### src/rtl/uart_tx_ctrl_if.sv
// Host and shifter-side signals of the UART transmit sequencer.
// The slave modport is the sequencer's view; master is the host/shifter side.
interface uart_tx_ctrl_if;
  logic       tx_start;
  logic [7:0] tx_data;
  logic [7:0] piso_data;
  logic       load_data;
  logic       shift;
  logic       data_bit;
  logic       tx_busy;
  logic       tx_done;

  modport master (
    output tx_start, tx_data, data_bit,
    input  piso_data, load_data, shift, tx_busy, tx_done
  );

  modport slave (
    input  tx_start, tx_data, data_bit,
    output piso_data, load_data, shift, tx_busy, tx_done
  );
endinterface

### src/rtl/uart_tx_ctrl.sv
// UART transmit sequencer: frames start/data/stop bits and paces an external PISO shifter.
// Define UART_PARITY_EN to insert a parity bit (even, or odd via PARITY_ODD) after data bit 7.
module uart_tx_ctrl #(
  parameter int CLKS_PER_BIT = 16,
  parameter int STOP_BITS    = 1,
  parameter int PARITY_ODD   = 0
) (
  input  logic          clk,
  input  logic          reset,
  uart_tx_ctrl_if.slave bus,
  output logic          tx
);

  localparam int            BW        = $clog2(CLKS_PER_BIT);
  localparam logic [BW-1:0] BAUD_ZERO = BW'(0);
  localparam logic [BW-1:0] BAUD_ONE  = BW'(1);
  localparam logic [BW-1:0] BAUD_PRE  = BW'(CLKS_PER_BIT - 2);
  localparam logic [BW-1:0] BAUD_LAST = BW'(CLKS_PER_BIT - 1);
  localparam logic          STOP_LAST = 1'(STOP_BITS - 1);

  typedef enum logic [2:0] {
    IDLE   = 3'd0,
    START  = 3'd1,
    DATA   = 3'd2,
`ifdef UART_PARITY_EN
    PARITY = 3'd3,
`endif
    STOP   = 3'd4
  } state_t;

`ifdef UART_PARITY_EN
  function automatic logic frame_parity(input logic [7:0] data, input logic odd);
    return (^data) ^ odd;
  endfunction
`endif

  state_t        state_r, state_s;
  logic [BW-1:0] baud_cnt_r, baud_cnt_s;
  logic [2:0]    bit_idx_r, bit_idx_s;
  logic          stop_cnt_r, stop_cnt_s;
  logic [7:0]    piso_r, piso_s;
  logic          load_r, load_s;
  logic          shift_r, shift_s;
  logic          tx_r, tx_s;
  logic          busy_r, busy_s;
  logic          done_r, done_s;
  logic          period_end_s;
  logic          pre_end_s;
`ifdef UART_PARITY_EN
  logic          parity_r, parity_s;
`endif

  // Next-state and next-output computation for the frame sequencer.
  always_comb begin
    state_s      = state_r;
    baud_cnt_s   = baud_cnt_r;
    bit_idx_s    = bit_idx_r;
    stop_cnt_s   = stop_cnt_r;
    piso_s       = piso_r;
    load_s       = 1'b0;
    shift_s      = 1'b0;
    tx_s         = tx_r;
    busy_s       = busy_r;
    done_s       = 1'b0;
`ifdef UART_PARITY_EN
    parity_s     = parity_r;
`endif
    period_end_s = (baud_cnt_r == BAUD_LAST);
    pre_end_s    = (baud_cnt_r == BAUD_PRE);

    case (state_r)
      IDLE: begin
        baud_cnt_s = BAUD_ZERO;
        bit_idx_s  = 3'd0;
        stop_cnt_s = 1'b0;
        tx_s       = 1'b1;
        if (bus.tx_start) begin
          piso_s   = bus.tx_data;
          load_s   = 1'b1;
          busy_s   = 1'b1;
          tx_s     = 1'b0;
          state_s  = START;
`ifdef UART_PARITY_EN
          parity_s = frame_parity(bus.tx_data, (PARITY_ODD != 0));
`endif
        end else begin
          busy_s = 1'b0;
        end
      end

      START: begin
        // Shift during the final start-bit cycle so data bit 0 appears as DATA begins.
        shift_s = pre_end_s;
        if (period_end_s) begin
          baud_cnt_s = BAUD_ZERO;
          bit_idx_s  = 3'd0;
          tx_s       = 1'b1;
          state_s    = DATA;
        end else begin
          baud_cnt_s = baud_cnt_r + BAUD_ONE;
        end
      end

      DATA: begin
        shift_s = pre_end_s && (bit_idx_r != 3'd7);
        if (period_end_s) begin
          baud_cnt_s = BAUD_ZERO;
          if (bit_idx_r == 3'd7) begin
            bit_idx_s = 3'd0;
`ifdef UART_PARITY_EN
            tx_s      = parity_r;
            state_s   = PARITY;
`else
            tx_s      = 1'b1;
            state_s   = STOP;
`endif
          end else begin
            bit_idx_s = bit_idx_r + 3'd1;
          end
        end else begin
          baud_cnt_s = baud_cnt_r + BAUD_ONE;
        end
      end

`ifdef UART_PARITY_EN
      PARITY: begin
        if (period_end_s) begin
          baud_cnt_s = BAUD_ZERO;
          tx_s       = 1'b1;
          state_s    = STOP;
        end else begin
          baud_cnt_s = baud_cnt_r + BAUD_ONE;
        end
      end
`endif

      STOP: begin
        tx_s = 1'b1;
        if (period_end_s) begin
          baud_cnt_s = BAUD_ZERO;
          if (stop_cnt_r == STOP_LAST) begin
            stop_cnt_s = 1'b0;
            done_s     = 1'b1;
            busy_s     = 1'b0;
            state_s    = IDLE;
          end else begin
            stop_cnt_s = stop_cnt_r + 1'b1;
          end
        end else begin
          baud_cnt_s = baud_cnt_r + BAUD_ONE;
        end
      end

      default: begin
        state_s    = IDLE;
        baud_cnt_s = BAUD_ZERO;
        tx_s       = 1'b1;
        busy_s     = 1'b0;
      end
    endcase
  end

  // State and output registers; reset aborts any frame and parks the line high.
  always_ff @(posedge clk or negedge reset) begin
    if (!reset) begin
      state_r    <= IDLE;
      baud_cnt_r <= BAUD_ZERO;
      bit_idx_r  <= 3'd0;
      stop_cnt_r <= 1'b0;
      piso_r     <= 8'h00;
      load_r     <= 1'b0;
      shift_r    <= 1'b0;
      tx_r       <= 1'b1;
      busy_r     <= 1'b0;
      done_r     <= 1'b0;
`ifdef UART_PARITY_EN
      parity_r   <= 1'b0;
`endif
    end else begin
      state_r    <= state_s;
      baud_cnt_r <= baud_cnt_s;
      bit_idx_r  <= bit_idx_s;
      stop_cnt_r <= stop_cnt_s;
      piso_r     <= piso_s;
      load_r     <= load_s;
      shift_r    <= shift_s;
      tx_r       <= tx_s;
      busy_r     <= busy_s;
      done_r     <= done_s;
`ifdef UART_PARITY_EN
      parity_r   <= parity_s;
`endif
    end
  end

  // Data bits come straight from the shifter's registered output.
  assign tx            = (state_r == DATA) ? bus.data_bit : tx_r;
  assign bus.piso_data = piso_r;
  assign bus.load_data = load_r;
  assign bus.shift     = shift_r;
  assign bus.tx_busy   = busy_r;
  assign bus.tx_done   = done_r;

endmodule

### src/flat_wrapper.sv
// flat-port wrapper written by rule: the top's interface ports become plain ports
module uart_tx_ctrl_flat 
#(
  parameter int CLKS_PER_BIT = 16,
  parameter int STOP_BITS    = 1,
  parameter int PARITY_ODD   = 0
)
  (clk, reset, tx, bus_tx_start, bus_tx_data, bus_data_bit, bus_piso_data, bus_load_data, bus_shift, bus_tx_busy, bus_tx_done);
  uart_tx_ctrl_if bus_i ();
  input  logic clk;
  input  logic reset;
  output logic tx;
  input wire logic [$bits(bus_i.tx_start)-1:0] bus_tx_start;
  input wire logic [$bits(bus_i.tx_data)-1:0] bus_tx_data;
  input wire logic [$bits(bus_i.data_bit)-1:0] bus_data_bit;
  output wire logic [$bits(bus_i.piso_data)-1:0] bus_piso_data;
  output wire logic [$bits(bus_i.load_data)-1:0] bus_load_data;
  output wire logic [$bits(bus_i.shift)-1:0] bus_shift;
  output wire logic [$bits(bus_i.tx_busy)-1:0] bus_tx_busy;
  output wire logic [$bits(bus_i.tx_done)-1:0] bus_tx_done;
  assign bus_i.tx_start = bus_tx_start;
  assign bus_i.tx_data = bus_tx_data;
  assign bus_i.data_bit = bus_data_bit;
  assign bus_piso_data = bus_i.piso_data;
  assign bus_load_data = bus_i.load_data;
  assign bus_shift = bus_i.shift;
  assign bus_tx_busy = bus_i.tx_busy;
  assign bus_tx_done = bus_i.tx_done;
  uart_tx_ctrl #(.CLKS_PER_BIT(CLKS_PER_BIT), .STOP_BITS(STOP_BITS), .PARITY_ODD(PARITY_ODD)) u_core (.clk(clk), .reset(reset), .bus(bus_i), .tx(tx));
endmodule
### config.mk
export PLATFORM = sky130hd
export DESIGN_NAME = uart_tx_ctrl_flat
export DESIGN_NICKNAME = d
export VERILOG_FILES = /design/src/rtl/uart_tx_ctrl_if.sv /design/src/rtl/uart_tx_ctrl.sv /design/src/flat_wrapper.sv
export SDC_FILE = /design/constraint.sdc
export NUM_CORES = 1
export LEC_CHECK = 0
export ABC_CLOCK_PERIOD_IN_PS = 2200
export BUFFER_PORTS_ARGS = -buffer_cell sky130_fd_sc_hd__buf_2
export CORE_MARGIN = 2
export CORE_UTILIZATION = 56
export DETAILED_ROUTE_END_ITERATION = 10
export PLACE_DENSITY = 0.79
export SLEW_MARGIN = 20
export SYNTH_ARGS = -nofsm -noshare
export SYNTH_HDL_FRONTEND = slang
export SYNTH_SLANG_ARGS = --single-unit
export TNS_END_PERCENT = 1
### constraint.sdc
create_clock -name clk -period 2.2 [get_ports clk]
set_input_delay 0.11 -clock clk [delete_from_list [all_inputs] [get_ports clk]]
set_output_delay 0.11 -clock clk [all_outputs]
set_load 0.01 [all_outputs]
==> flow_metrics.env <==
export IMPL_outcome="complete, no violations"
export IMPL_crit_family="flip-flops"
export IMPL_n_antenna_cell=0
export IMPL_synthFlopType="dfrtp_1"
export IMPL_grt_pass1_vias=777
export IMPL_fmax_mhz=522
export IMPL_cts_htree_levels=1
export IMPL_multi_input_area_um2=468
export IMPL_slew_viol_final=0
export IMPL_hold_path_class="input port to register"
export IMPL_detail_route_antenna_nets=0
export IMPL_syn_to_final_growth_pct=13.6
export IMPL_final_setup_tns_ns=0
export IMPL_crit_arrival_ns=1.80
export IMPL_synth_warnings=0
export IMPL_rr_startpoint="u_core.state_r[1]"
export IMPL_worstHoldStart="bus_tx_data[4]"
export IMPL_final_cell_mix="24 x buf_2, 22 x dfrtp_1, 9 x mux2_2, 8 x nor2_1"
export IMPL_vias=792
export IMPL_hold_viol=0
export IMPL_io_pins=25
export IMPL_whs_ns=0.0220
export IMPL_clkTransAtPathRegs_ns=0.13
export IMPL_synth_top_area_frac=0.498
export IMPL_synth_nets=109
export IMPL_synth_cell_type_count=34
export IMPL_relSlewSlack=0.643
export IMPL_leakagePower_uw=0.000586
export IMPL_path_class="register to output pin"
export IMPL_rows=16
export IMPL_cts_sinks=23
export IMPL_ys_async_sr_fraction=1.00
export IMPL_ys_ff_latch=23
export IMPL_min_period_over_period=0.870
export IMPL_rrSetupSlack_ns=0.53
export IMPL_final_nets=133
export IMPL_synth_cells=93
export IMPL_via_per_inst=5.54
export IMPL_cp_required_ns=2.09
export IMPL_synth_edf_count=0
export IMPL_vdd_ir_drop_worst_v=0.000824
export IMPL_overflow=0
export IMPL_grt_pass1_wl_um=3420
export IMPL_rsz0062_at_grt="no"
export IMPL_tritoncts="yes"
export IMPL_start_util=0.581
export IMPL_cts_hold_buf=1
export IMPL_setup_viol_count_final=0
export IMPL_clockBufferDepth=2
export IMPL_worst_setup_path_end_kind="output pin"
export IMPL_port_buffers=24
export IMPL_clock_latency_ns=0.31
export IMPL_routed_wl_um=1950
export IMPL_cp_cell_sequence="nor3b_1, mux2_2, buf_2"
export IMPL_root_buffer="clkbuf_4"
export IMPL_startpoint="u_core.state_r[1]"
export IMPL_synth_top_cells_by_area="dfrtp_1 50%, mux2_2 9.2%, ha_1 4.5%"
export IMPL_placed_area_um2=1220
export IMPL_postCtsSetupBuffers=0
export IMPL_drtIter0Drc=32
export IMPL_grt_max_degree=24
export IMPL_crit_path_max_fanout=14
export IMPL_cp_start_kind="register"
export IMPL_numCtsBuffers=3
export IMPL_final_common_cell="buf_2"
export IMPL_seq_area_frac_synth=0.522
export IMPL_die_area_um2=2340
export IMPL_drive_above_1_share=0.362
export IMPL_die_w_um=48.4
export IMPL_syn_area_um2=1100
export IMPL_yosys_area_top_type="dfrtp_1"
export IMPL_core_um2=1900
export IMPL_seqCellArea_um2=577
export IMPL_first_pass_iters=4
export IMPL_place_gp_congestion=0.771
export IMPL_syn_avg_cell_area_um2=11.9
export IMPL_antenna_found_initial=0
export IMPL_cp_slowest_cell="dfrtp_1"
export IMPL_dp_hpwl_um=1430
export IMPL_fillers=154
export IMPL_postLayoutCellArea_um2=1250
export IMPL_final_core_util=0.660
export IMPL_slowest_delay_ns=0.62
export IMPL_period_minus_slack_ns=1.91
export IMPL_path_buf_inv=1
export IMPL_drc=0
export IMPL_tightest_slew_ns=0.536
export IMPL_die_h_um=48.4
export IMPL_track_usage=0.187
export IMPL_wire_per_inst_um=13.6
export IMPL_powerDensity_nw_per_um2=1150
export IMPL_skew_ns=0.00171
export IMPL_cts_resized=0
export IMPL_drv_cap=0
[metrics by stage]
step,power (uW),setup WS [ns],instances
2_1_floorplan,1110,0.744,93
3_3_place_gp,1240,0.605,138
3_5_place_dp,1270,0.549,138
4_1_cts,1460,0.271,143
5_1_grt,1560,0.176,143
6_report,1450,0.285,143
[worst reg2reg max path: cells and delay by family (launching register included)]
kind,cells,cell delay [ns]
simple gates,2,0.62
flops,1,0.55
mux,1,0.40
[Yosys cell counts, types with 2 or more instances]
cell type,instances
ha_1,4
nand4b_1,2
nand3_1,2
a32o_1,2
dfrtp_1,22
xnor2_1,2
a21oi_1,5
mux2_2,9
o22ai_1,2
nor2_1,8
nor3b_1,2
buf_2,3
buf_4,2
inv_1,5
o21ai_0,3
nor2b_1,2
[routing by layer]
layer	global-route usage	routed length (um)	share of wire
met3	0.0309	85	0.044
met2	0.319	995	0.51
met5	0	0	0
met4	0.0619	19	0.0098
met1	0.243	845	0.43
[kinds of logic after synthesis]
| family | count (synthesis) | share of synthesized area |
|---|---|---|
| AOI/OAI and AO/OA | 19 | 0.122 |
| xor gates and xnor gates | 2 | 0.0159 |
| adders and majority gates | 4 | 0.0453 |
| buffers and inverters | 11 | 0.0544 |
| DFF | 23 | 0.522 |
| muxes | 9 | 0.0917 |
| and+or+nand+nor | 25 | 0.148 |
[final cells by class]
cell class | count | area share
sequential | 23 | 0.460
multi-input combinational | 59 | 0.373
timing repair buffer | 25 | 0.104
tap | 27 | 0.0269
clock buffer | 3 | 0.0179
inverter | 5 | 0.0150
clock inverter | 1 | 0.00399
[sequential cells by signal, summed over array words and instances (netlist names)]
name / flops
u_core.bus.load_data: 1
u_core.baud_cnt_r: 4
u_core.tx_r: 1
u_core.state_r: 3
u_core.bus.tx_done: 1
u_core.bus.piso_data: 8
u_core.bit_idx_r: 3
u_core.bus.tx_busy: 1
u_core.bus.shift: 1
[path summary, 6_finish.rpt]
check / to / depth (start not counted)
max: tx / 3
min: u_core.bus.piso_data[4] / 2
max reg2reg: u_core.bus.piso_data[0] / 3
min reg2reg: u_core.bus.tx_busy / 1
max in group asynchronous: u_core.tx_r / 2
min in group asynchronous: u_core.bit_idx_r[1] / 2
[report_power, final]
group	switching (uW)	internal [uW]	total, uW	leakage (uW)
Combinational	254	281	535	0.000280
Sequential	142	578	720	0.000288
Clock	126	67.8	194	0.0000177
Power figures use the tool's default switching activity.
